==> config.mk <==
export PLATFORM = sky130hd
export DESIGN_NAME = serial_adder_ctrl
export DESIGN_NICKNAME = d
export VERILOG_FILES = /design/src/rtl/serial_adder_ctrl.sv
export SDC_FILE = /design/constraint.sdc
export NUM_CORES = 1
export LEC_CHECK = 0
export CAP_MARGIN = 20
export CORE_MARGIN = 2
export CORE_UTILIZATION = 50
export DETAILED_ROUTE_END_ITERATION = 7
export PLACE_DENSITY = 0.8
export SYNTH_ARGS = -nofsm -noshare
export SYNTH_HDL_FRONTEND = slang
export SYNTH_HIERARCHICAL = 1
export SYNTH_SLANG_ARGS = --single-unit
==> constraint.sdc <==
create_clock -name clk -period 1.9 [get_ports clk]
set_clock_uncertainty 0.1 [all_clocks]
set_input_delay 0.38 -clock clk [delete_from_list [all_inputs] [get_ports clk]]
set_output_delay 0.38 -clock clk [all_outputs]
set_load 0.02 [all_outputs]
==> src/rtl/serial_adder_ctrl.sv <==
// Bit-serial adder: two halfadder cells plus an OR form a full adder, and a
// carry flop links successive LSB-first bits of the latched operands.

module halfadder (
    input  logic a_i,
    input  logic b_i,
    output logic s_o,
    output logic c_o
);
    assign s_o = a_i ^ b_i;
    assign c_o = a_i & b_i;
endmodule

module serial_adder_ctrl #(
    parameter int WIDTH = 8
) (
    input  logic             clk,
    input  logic             rst_n,
    input  logic             start,
    input  logic [WIDTH-1:0] a,
    input  logic [WIDTH-1:0] b,
    output logic             busy,
    output logic             done,
    output logic [WIDTH-1:0] sum,
    output logic             cout
);
    localparam int CW = (WIDTH > 1) ? $clog2(WIDTH) : 1;
    localparam logic [CW-1:0] LAST = CW'(WIDTH - 1);

    typedef enum logic [1:0] {
        IDLE  = 2'd0,
        SHIFT = 2'd1,
        DONE  = 2'd2
    } state_t;

    state_t           state_q;
    logic [WIDTH-1:0] sa_q;
    logic [WIDTH-1:0] sb_q;
    logic [WIDTH-1:0] r_q;
    logic             c_q;
    logic [CW-1:0]    cnt_q;
    logic [WIDTH-1:0] sum_q;
    logic             cout_q;
    logic             busy_q;
    logic             done_q;

    logic             p;
    logic             g0;
    logic             g1;
    logic             s_d;
    logic             c_d;
    logic [WIDTH-1:0] r_d;

    // First cell yields propagate/generate; second folds in the stored carry.
    halfadder u_ha0 (
        .a_i (sa_q[0]),
        .b_i (sb_q[0]),
        .s_o (p),
        .c_o (g0)
    );

    halfadder u_ha1 (
        .a_i (p),
        .b_i (c_q),
        .s_o (s_d),
        .c_o (g1)
    );

    assign c_d = g0 | g1;
    assign r_d = {s_d, r_q[WIDTH-1:1]};

    always_ff @(posedge clk or negedge rst_n) begin
        if (!rst_n) begin
            state_q <= IDLE;
            sa_q    <= '0;
            sb_q    <= '0;
            r_q     <= '0;
            c_q     <= 1'b0;
            cnt_q   <= '0;
            sum_q   <= '0;
            cout_q  <= 1'b0;
            busy_q  <= 1'b0;
            done_q  <= 1'b0;
        end else begin
            case (state_q)
                IDLE: begin
                    if (start) begin
                        sa_q    <= a;
                        sb_q    <= b;
                        r_q     <= '0;
                        c_q     <= 1'b0;
                        cnt_q   <= '0;
                        busy_q  <= 1'b1;
                        state_q <= SHIFT;
                    end
                end
                SHIFT: begin
                    sa_q  <= sa_q >> 1;
                    sb_q  <= sb_q >> 1;
                    r_q   <= r_d;
                    c_q   <= c_d;
                    cnt_q <= cnt_q + CW'(1);
                    // Results are published only once the final bit is in.
                    if (cnt_q == LAST) begin
                        sum_q   <= r_d;
                        cout_q  <= c_d;
                        busy_q  <= 1'b0;
                        done_q  <= 1'b1;
                        state_q <= DONE;
                    end
                end
                DONE: begin
                    done_q  <= 1'b0;
                    state_q <= IDLE;
                end
                default: begin
                    busy_q  <= 1'b0;
                    done_q  <= 1'b0;
                    state_q <= IDLE;
                end
            endcase
        end
    end

    assign busy = busy_q;
    assign done = done_q;
    assign sum  = sum_q;
    assign cout = cout_q;

endmodule
# Word level (Yosys, flattened, before mapping)
# Cells that the tools add are included.
classes:
  n_addsub: 1
  mux: 18
  n_reduce_logical: 7
  magnitude_cmp: 0
  bitwise: 7
  eq_ne: 5
  n_mul: 0
  shifts: 0
  div: 0
op_table:
  columns: ["cell", "n"]
  rows:
  - ["8-bit one-hot mux with 2 select lines", 3]
  - ["8-bit two-way mux", 3]
  - ["2-bit AND reduction", 4]
  - ["3-bit one-hot mux with 2 select lines", 1]
  - ["1-bit two-way mux", 4]
  - ["2-bit two-way mux", 2]
  - ["2-bit inequality test, second input constant", 2]
  - ["1-bit one-hot mux with 2 select lines", 2]
  - ["2-bit one-hot mux with 2 select lines", 1]
  - ["3-bit by 1-bit adder with 3-bit output, second input constant", 1]
  - ["3-bit == test, second input constant", 1]
  - ["3-bit two-way mux", 1]
  - ["1-bit one-hot mux with 3 select lines", 1]
  - ["3-bit AND reduction", 1]
  - ["1-bit bitwise AND", 2]
  - ["2-bit by 1-bit == test with 1-bit output, second input constant", 1]
  - ["2-bit == test, second input constant", 1]
  - ["2-bit logical NOT", 1]
  - ["1-bit inverter", 2]
  - ["2-bit nonzero test", 1]
  - ["1-bit bitwise XOR", 2]
  - ["1-bit bitwise OR", 1]
totals:
  inputBits: 19
  regBits: 41
  mem_bits_rw: 0
  out_inout_bits: 11
  latchBits: 0
  mem_bits_ro: 0
  mem_count: 0
  elab_cells: 48

# Depth between registers and ports, before layout
# Gate-level depths: netlist (run 1).
logic_depth:
  depth_word: 4
  depth_mapped: 6
  depth_no_buf: 5

# Modules after synthesis
# The synthesis (run 1) kept the hierarchy.
by_module_without_submodules:
  columns: ["mod", "cells_each", "seq_area_each_um2", "area_each_um2", "n_inst"]
  rows:
  - ["serial_adder_ctrl", 136, 1001.0, 1677.9, 1]
  - ["halfadder", 1, 0.0, 12.5, 2]

# Worst setup path before layout (run 1)
# No wires, ideal clock.
synth_timing:
  path_kind: "reg2reg"
  start: "register cnt_q[0]"
  end: "register sum_q[1], in the netlist sum[1]"
  arrival_ns: 1.319
  stages_incl_launch_ff: 6
  t_required_ns: 1.675
  setup_slack_ns: 0.356
  period_less_slack_ns: 1.544
  path_buffers: 1
  setup_time_ns: 0.125
  path_cell_list: "dfrtp_1 ha_1 ha_1 nand3b_4 buf_6 mux2_4"
synth_between:
  elab_chain_cells: 2
synth_rtl:
  columns: ["item", "line_no", "text"]
  rows:
  - ["start: declaration", "41", "logic [CW-1:0] cnt_q;"]
  - ["start signal: assignment", "102", "cnt_q <= cnt_q + CW'(1);"]
  - ["3-bit == test", "104", "if (cnt_q == LAST) begin"]
  - ["2-bit AND reduction (no source line)", null, null]
  - ["end signal: assignment", "105", "sum_q <= r_d;"]
  - ["end: declaration", "42", "logic [WIDTH-1:0] sum_q;"]
# Every way passes these cells.
# A chain may end at the register's enable or synchronous reset.

# Final worst setup path (run 1)
layout_timing:
  start: "register sum_q[3], in the netlist sum[3]"
  end: "output sum[3]"
layout_rtl:
  columns: ["item", "line_no", "text"]
  rows:
  - ["end: declaration", "24", "output logic [WIDTH-1:0] sum,"]
# No word-level cell between the ends.

==> results of run 1 <==
## area by class of cell
| class | count | area share [%] |
|---|---|---|
| sequential | 40 | 47.4 |
| multi-input combinational | 86 | 29.8 |
| tap | 46 | 2.73 |
| clock buffer | 5 | 1.78 |
| clock inverter | 3 | 2.02 |
| timing repair buffer | 34 | 15.5 |
| inverter | 4 | 0.712 |
## worst min path at each step
| stage | from | to | slack, ps | cells after the start |
|---|---|---|---|---|
| after detailed placement | rst_n | sa_q[6]$_DFFE_PN0P_ | 370 | 2 |
| after global placement | rst_n | sa_q[6]$_DFFE_PN0P_ | 350 | 2 |
| after global routing | r_q[1]$_DFFE_PN0P_ | r_q[1]$_DFFE_PN0P_ | 430 | 1 |
| final | cout$_DFFE_PN0P_ | cout$_DFFE_PN0P_ | 400 | 2 |
| after floorplan | rst_n | busy$_DFFE_PN0P_ | -20 | 0 |
| after CTS | cout$_DFFE_PN0P_ | cout$_DFFE_PN0P_ | 410 | 2 |
## per-stage QoR
step	hold WS (ps)	utilization (%)	std cells
2_1_floorplan	-15.6	-	138
3_3_place_gp	350	60.9	209
3_5_place_dp	366	60.9	209
4_1_cts	409	63.6	218
5_1_grt	433	63.7	218
6_report	400	63.7	218
## state kept, by name, summed over array words and instances, names as in the netlist
signal,flops
done,1
sa_q,8
cnt_q,3
r_q,7
cout,1
sb_q,8
state_q,2
c_q,1
busy,1
sum,8
## kinds of logic (layout without fill, tap and decap cells)
| family | after synthesis | in the layout | share of synthesized area (%) |
|---|---|---|---|
| DFF | 40 | 40 | 58.8 |
| and+or+nand+nor | 28 | 28 | 8.38 |
| muxes | 8 | 8 | 6.83 |
| AOI/OAI and AO/OA | 46 | 46 | 18.7 |
| buffers and inverters | 12 | 46 | 4.33 |
| adders and majority gates | 4 | 4 | 2.94 |
## cell usage after synthesis (all sizes together) (4+ instances only)
library cell  count
dfrtp            40
nor2             16
a21oi            13
o22ai            11
a22o             10
mux2              8
buf               7
o21ai             6
nand2             5
ha                4
inv               4
nand3b            4
## timing repair
item,4_1_cts,5_1_grt
hold endpoints to repair,40,0
setup endpoints to repair,0,1
hold buffers,1,0
gates resized for setup,0,1
## where the power goes
group	switching (µW)	internal, µW	total [µW]
Sequential	262	1230	1490
Clock	286	274	561
Combinational	647	728	1380
## per-layer routing
layer	vias to the layer above	share of wire (%)	GRT usage, %
met2	31	52	33.3
met4	0	1.5	7.50
met5	-	0	0
met1	579	43	24.9
li1	568	-	-
met3	7	3.7	5.43
==> results.sh, run 1 <==
export IMPL_status="finished clean"
export IMPL_grt_overflow_total=0
export IMPL_dieWidth_um=62.4
export IMPL_syn_nets=161
export IMPL_fillCellCount=254
export IMPL_slew_headroom_pct=67.0
export IMPL_cpPeakStageDelay_ps=610
export IMPL_dr_total_vias=1185
export IMPL_period_share_pct=96.4
export IMPL_worst_path_buf_inv=1
export IMPL_cts_root_buf="clkbuf_4"
export IMPL_syn_instance_count=138
export IMPL_cts_buffer_depth=2
export IMPL_diodes=0
export IMPL_clkLatencyLatePin_ps=350
export IMPL_syn_to_final_growth_pct=23.9
export IMPL_yosys_warnings=6
export IMPL_wl_mm=3.32
export IMPL_async_flop_share_pct=100
export IMPL_r2r_worst_path_cells=4
export IMPL_antenna_left=0
export IMPL_clk_pin_slew_ps=120
export IMPL_crit_chain="clkdlybuf4s50_1"
export IMPL_synth_area_leaders="dfrtp_1 (59%), mux2_4 (6.2%), a22o_1 (5.1%), o22ai_1 (4.0%), a21oi_1 (3.8%)"
export IMPL_die_area_um2=3890
export IMPL_cts_tree="yes"
export IMPL_timing_final_hold_violations=0
export IMPL_leakage_uw=0.000966
export IMPL_path_depth=1
export IMPL_synth_area_um2=1700
export IMPL_htree_levels=2
export IMPL_cp_required_ps=1420
export IMPL_r2r_end="sum[0]$_DFFE_PN0P_"
export IMPL_rrSetupSlack_ps=250
export IMPL_initial_utilization_pct=51.4
export IMPL_regArea_um2=1000
export IMPL_multi_input_area_um2=628
export IMPL_synth_area_per_cell_um2=12.3
export IMPL_synthFlopType="dfrtp_1"
export IMPL_grt_use_total_pct=19.9
export IMPL_io_pins=30
export IMPL_avgViaCountPerCell=5.44
export IMPL_crit_family="buffers and inverters"
export IMPL_wl_per_cell_um=15.2
export IMPL_r2r_start="cnt_q[0]$_DFFE_PN0P_"
export IMPL_finalSetupViolCount=0
export IMPL_io_buffer_count=29
export IMPL_grt_pass1_wl_mm=5.94
export IMPL_yosysSeqAreaShare_pct=58.8
export IMPL_startpoint="sum[3]$_DFFE_PN0P_"
export IMPL_dr_pass1_iters=4
export IMPL_cts_num_sinks=40
export IMPL_num_rows=21
export IMPL_criticalPathCategory="register to output pin"
export IMPL_yosysTopAreaCell="dfrtp_1"
export IMPL_grt_max_degree=41
export IMPL_max_freq_ghz=0.546
export IMPL_grt_pass1_vias=1254
export IMPL_worstMarginPinSlew_ps=495
export IMPL_synth_top_area_share_pct=58.8
export IMPL_dp_slack_ps=65.9
export IMPL_antenna_found_initial=0
export IMPL_cp_arrival_ps=1350
export IMPL_hp_class="register to register"
export IMPL_post_cts_setup_buffers=0
export IMPL_postPlaceCellArea_um2=2020
export IMPL_drive_gt1_share_pct=16.3
export IMPL_synth_edff_count=0
export IMPL_critical_path_endpoint_type="output pin"
export IMPL_mostFrequentLayoutCells="dfrtp_1 (40), clkdlybuf4s50_1 (27), nor2_1 (15), a21oi_1 (13), o22ai_1 (11)"
export IMPL_drcViolationCount=0
export IMPL_yosys_register_bits=40
export IMPL_layout_commonest_cell="dfrtp_1"
export IMPL_maxCapViolCount=0
export IMPL_fin_nets=194
export IMPL_drv_slew=0
export IMPL_drt_initial_drc_count=89
export IMPL_gp_congestion=0.774
export IMPL_crit_path_start_kind="register"
export IMPL_cp_endpoint="sum[3]"
export IMPL_core_area_um2=3310
export IMPL_fin_crit_ps=1830
export IMPL_rsz0062_at_grt="false"
export IMPL_yosysUniqueCellTypes=25
export IMPL_p_per_area_nw_per_um2=1630
export IMPL_fin_ws_ps=68.2
export IMPL_final_area_um2=2110
export IMPL_cpMaxStageDelayCell="clkdlybuf4s50_1"
export IMPL_cts_made_buffers=5
export IMPL_ir_drop_mv=0.696
export IMPL_die_h_um=62.4
export IMPL_path_max_fanout=2
export IMPL_power_uw=3430
export IMPL_hpwl_mm=2.27
export IMPL_tns_ps=0
No activity file was read; power rests on OpenSTA's default activity.
==> run 2: changes to the inputs <==
==> constraint.sdc (replaced) <==
create_clock -name clk -period 2.2 [get_ports clk]
set_clock_uncertainty 0.1 [all_clocks]
set_input_delay 0.44 -clock clk [delete_from_list [all_inputs] [get_ports clk]]
set_output_delay 0.44 -clock clk [all_outputs]
set_load 0.02 [all_outputs]
==> run 2 against run 1 <==
Critical endpoint is now busy. Sequential share of layout area is 1.4 points higher. Design area shrank 2.9%. Setup slack improved by 250 ps. Via count shrank 3.7%. Register-to-register slack better by 310 ps. Largest power group unchanged. Highest routed layer unchanged.
==> results.sh, run 2 (same netlist as run 1, synthesis figures left out) <==
export IMPL_status="finished clean"
export IMPL_ctsHoldBuffers=0
export IMPL_drv_slew=0
export IMPL_cts_num_sinks=40
export IMPL_cts_root_buf="clkbuf_4"
export IMPL_io_buffer_count=29
export IMPL_r2r_worst_path_cells=4
export IMPL_num_rows=21
export IMPL_grt_pass1_vias=1145
export IMPL_cts_buffer_depth=2
export IMPL_gp_congestion=0.759
export IMPL_clk_pin_slew_ps=110
export IMPL_fillCellCount=270
export IMPL_power_uw=2790
export IMPL_layout_commonest_cell="dfrtp_1"
export IMPL_cp_required_ps=1660
export IMPL_worstMarginPinSlew_ps=841
export IMPL_whs_ps=100
export IMPL_tns_ps=0
export IMPL_finalSetupViolCount=0
export IMPL_cts_tree="yes"
export IMPL_regArea_um2=1000
export IMPL_max_freq_ghz=0.530
export IMPL_cpMaxStageDelayCell="clkdlybuf4s50_1"
export IMPL_die_h_um=62.4
export IMPL_drt_initial_drc_count=55
export IMPL_fin_nets=191
export IMPL_crit_chain="clkdlybuf4s50_1"
export IMPL_post_cts_setup_buffers=0
export IMPL_antenna_found_initial=0
export IMPL_fin_crit_ps=1890
export IMPL_grt_max_degree=41
export IMPL_hp_class="input pin to async pin"
export IMPL_grt_overflow_total=0
export IMPL_maxCapViolCount=0
export IMPL_cts_made_buffers=5
export IMPL_period_share_pct=85.7
export IMPL_ir_drop_mv=0.527
export IMPL_antenna_left=0
export IMPL_path_depth=1
export IMPL_initial_utilization_pct=51.4
export IMPL_wl_mm=3.15
export IMPL_syn_to_final_growth_pct=20.3
export IMPL_leakage_uw=0.000938
export IMPL_worst_path_buf_inv=1
export IMPL_grt_pass1_wl_mm=5.54
export IMPL_dp_slack_ps=397
export IMPL_diodes=0
export IMPL_fin_ws_ps=315
export IMPL_wl_per_cell_um=14.7
export IMPL_mostFrequentLayoutCells="dfrtp_1 (40), clkdlybuf4s50_1 (28), nor2_1 (15), a21oi_1 (13), o22ai_1 (11)"
export IMPL_critical_path_endpoint_type="output pin"
export IMPL_path_max_fanout=3
export IMPL_core_area_um2=3310
export IMPL_clkLatencyLatePin_ps=330
export IMPL_crit_path_start_kind="register"
export IMPL_p_per_area_nw_per_um2=1360
export IMPL_drive_gt1_share_pct=14.3
export IMPL_crit_family="buffers and inverters"
export IMPL_drcViolationCount=0
export IMPL_criticalPathCategory="register to output pin"
export IMPL_avgViaCountPerCell=5.33
export IMPL_dr_total_vias=1141
export IMPL_dieWidth_um=62.4
export IMPL_cpPeakStageDelay_ps=620
export IMPL_grt_use_total_pct=18.0
export IMPL_die_area_um2=3890
export IMPL_io_pins=30
export IMPL_hpwl_mm=2.23
export IMPL_htree_levels=2
export IMPL_multi_input_area_um2=628
export IMPL_dr_pass1_iters=4
export IMPL_rsz0062_at_grt="false"
export IMPL_cts_resized=0
export IMPL_fin_util_pct=61.9
export IMPL_slew_headroom_pct=43.9
export IMPL_timing_final_hold_violations=0
export IMPL_cp_arrival_ps=1350
==> run 2: layer usage <==
layer	GRT usage (%)	vias to the layer above	wire [µm]
met1	24.8	562	1510
met3	3.80	4	57
li1	-	561	-
met5	0	-	0
met4	5.83	0	44
met2	28.7	14	1540
==> run 2: power by group <==
part           internal (µW)  total (µW)  switching, µW  leakage, µW
clock network            118         336            218    0.0000281
logic                    621        1170            544     0.000424
registers               1060        1290            225     0.000487
total                   1800        2790            987     0.000938
==> run 2: layout make-up <==
type | instances | area share, %
multi-input combinational | 86 | 30.7
inverter | 4 | 0.733
sequential | 40 | 48.9
clock buffer | 6 | 2.02
tap | 46 | 2.81
clock inverter | 1 | 0.244
timing repair buffer | 31 | 14.7
==> run 2: through the flow <==
step / cells / cell area (µm²)
after floorplan: 138 / 1700
after CTS: 214 / 2050
final: 214 / 2050
after global placement: 207 / 2000
after detailed placement: 207 / 2000
after global routing: 214 / 2050
==> run 2: final timing paths <==
kind                                      start                  end  slack, ps
setup / recovery               busy$_DFFE_PN0P_                 busy        310
hold / removal                            rst_n  sa_q[4]$_DFFE_PN0P_        100
setup reg to reg           cnt_q[0]$_DFFE_PN0P_   sum[0]$_DFFE_PN0P_        560
hold reg to reg                cout$_DFFE_PN0P_     cout$_DFFE_PN0P_        390
max in group asynchronous                 rst_n   sum[2]$_DFFE_PN0P_       1370
min in group clk               cout$_DFFE_PN0P_     cout$_DFFE_PN0P_        390
==> run 2: worst register-to-register path, delay by kind of cell, from the launching register on <==
family | cells | cell delay (ps)
fa+ha+maj | 2 | 460
mux | 1 | 360
flops | 1 | 410
simple gates | 1 | 210
==> run 3: changes to the inputs <==
==> constraint.sdc (replaced) <==
create_clock -name clk -period 2.1 [get_ports clk]
set_clock_uncertainty 0.1 [all_clocks]
set_input_delay 0.42 -clock clk [delete_from_list [all_inputs] [get_ports clk]]
set_output_delay 0.42 -clock clk [all_outputs]
set_load 0.02 [all_outputs]
==> run 3 against run 2 <==
Utilization grew 1.1 points. Hold slack lost 94 ps. Design area grew 1.8%. Global-route usage grew 1.5 points. Routed wire length grew 7.6%. Non-clock buffer count grew 1. Highest routed layer unchanged. Register-to-register slack lost 110 ps. Clock-buffer cell count is the same. Final cell count grew 0.93%. Critical path depth is the same. Combinational power grew 7%. Largest power group unchanged.
==> results.sh, run 3 (same netlist as run 1, synthesis figures left out) <==
export IMPL_status="finished clean"
export IMPL_finalSetupViolCount=0
export IMPL_crit_chain="clkdlybuf4s50_1"
export IMPL_hpwl_mm=2.30
export IMPL_postPlaceCellArea_um2=2010
export IMPL_avgViaCountPerCell=5.59
export IMPL_leakage_uw=0.000957
export IMPL_rsz0062_at_grt="false"
export IMPL_fillCellCount=278
export IMPL_crit_path_start_kind="register"
export IMPL_hp_class="input pin to async pin"
export IMPL_grt_pass1_wl_mm=5.95
export IMPL_path_max_fanout=3
export IMPL_wl_met3_um=106
export IMPL_tns_ps=0
export IMPL_syn_to_final_growth_pct=22.5
export IMPL_slew_headroom_pct=66.9
export IMPL_ctsHoldBuffers=0
export IMPL_io_pins=30
export IMPL_antenna_found_initial=0
export IMPL_fin_nets=192
export IMPL_criticalPathCategory="register to output pin"
export IMPL_worst_path_buf_inv=1
export IMPL_cpMaxStageDelayCell="clkdlybuf4s50_1"
export IMPL_fin_util_pct=63.0
export IMPL_mostFrequentLayoutCells="dfrtp_1 (40), clkdlybuf4s50_1 (28), nor2_1 (15), a21oi_1 (13), o22ai_1 (11)"
export IMPL_ir_drop_mv=0.733
export IMPL_crit_family="buffers and inverters"
export IMPL_critical_path_endpoint_type="output pin"
export IMPL_die_area_um2=3890
export IMPL_grt_pass1_vias=1252
export IMPL_clk_pin_slew_ps=120
export IMPL_top_layer_used="met4"
export IMPL_cp_arrival_ps=1360
export IMPL_cp_required_ps=1580
export IMPL_period_share_pct=89.6
export IMPL_io_buffer_count=29
export IMPL_placed_cells_incl_taps=208
export IMPL_fin_crit_ps=1880
export IMPL_maxCapViolCount=0
export IMPL_max_freq_ghz=0.532
export IMPL_wl_per_cell_um=15.7
export IMPL_cts_num_sinks=40
export IMPL_cpPeakStageDelay_ps=620
export IMPL_drive_gt1_share_pct=15.3
export IMPL_dieWidth_um=62.4
export IMPL_power_frac_seq_pct=43.6
export IMPL_final_cell_count_no_fill=216
export IMPL_switching_share_pct=34.9
export IMPL_antenna_left=0
export IMPL_num_rows=21
export IMPL_grt_max_degree=41
export IMPL_drt_initial_drc_count=65
export IMPL_wl_mm=3.39
export IMPL_cts_made_buffers=5
export IMPL_post_cts_setup_buffers=0
export IMPL_die_h_um=62.4
export IMPL_cts_root_buf="clkbuf_4"
export IMPL_p_comb_share_pct=40.3
export IMPL_initial_utilization_pct=51.4
export IMPL_clkPwrFrac_pct=16.1
export IMPL_worstMarginPinSlew_ps=497
export IMPL_timing_final_hold_violations=0
export IMPL_dr_wl_met2_mm=1.68
export IMPL_gp_congestion=0.758
export IMPL_p_per_area_nw_per_um2=1490
export IMPL_clkLatencyLatePin_ps=340
export IMPL_drcViolationCount=0
export IMPL_final_area_um2=2090
export IMPL_diodes=0
export IMPL_core_area_um2=3310
export IMPL_cts_tree="yes"
export IMPL_dr_total_vias=1208
export IMPL_htree_levels=2
export IMPL_met1Wirelength_mm=1.51
export IMPL_p_switching_uw=1080
export IMPL_power_uw=3100
export IMPL_p_int_uw=2020
export IMPL_drv_slew=0
export IMPL_layout_commonest_cell="dfrtp_1"
export IMPL_cts_buffer_depth=2
export IMPL_cts_resized=0
export IMPL_grt_overflow_total=0
export IMPL_grt_use_total_pct=19.5
export IMPL_dr_pass1_iters=4
-- run 3: worst paths after layout --
kind	slack, ps	end	depth (start not counted)	from
worst min-delay path	6	sa_q[6]$_DFFE_PN0P_	2	rst_n
worst min register to register	400	c_q$_DFFE_PN0P_	2	c_q$_DFFE_PN0P_
min in group clk	400	c_q$_DFFE_PN0P_	2	c_q$_DFFE_PN0P_
worst max-delay path	220	busy	1	busy$_DFFE_PN0P_
max in group asynchronous	1540	sum[6]$_DFFE_PN0P_	2	rst_n
worst max register to register	450	sb_q[0]$_DFFE_PN0P_	3	state_q[1]$_DFFE_PN0P_
-- run 3: final cells by class --
type	count	area, µm²	share of cell area, %
repair buffers	32	308	14.8
multi-input cells	86	628	30.1
clock inverters	2	35.0	1.68
flip-flops and latches	40	1000	48.0
inverters	4	15.0	0.720
well taps	46	57.6	2.76
clock buffers	6	41.3	1.98
-- run 3: power by group through the flow --
stage	Sequential, µW	Combinational, µW	Clock, µW
after floorplan	1400	807	0
after global placement	1350	1180	0
after detailed placement	1370	1240	0
after CTS	1350	1260	501
after global routing	1400	1370	541
final	1350	1250	499
-- run 3: metal layers --
metal	vias to the layer above	track usage, %
met5	-	0
met4	0	9.72
met3	10	3.26
met2	35	31.8
met1	603	25.4
li1	560	-
-- run 3: per-stage QoR --
stage / hold slack, ps / worst slack (ps)
CTS: 26.7 / 211
global route: 44.2 / 160
global placement: 363 / 368
detailed placement: 375 / 311
floorplan: 24.4 / 556
finish: 6.18 / 219
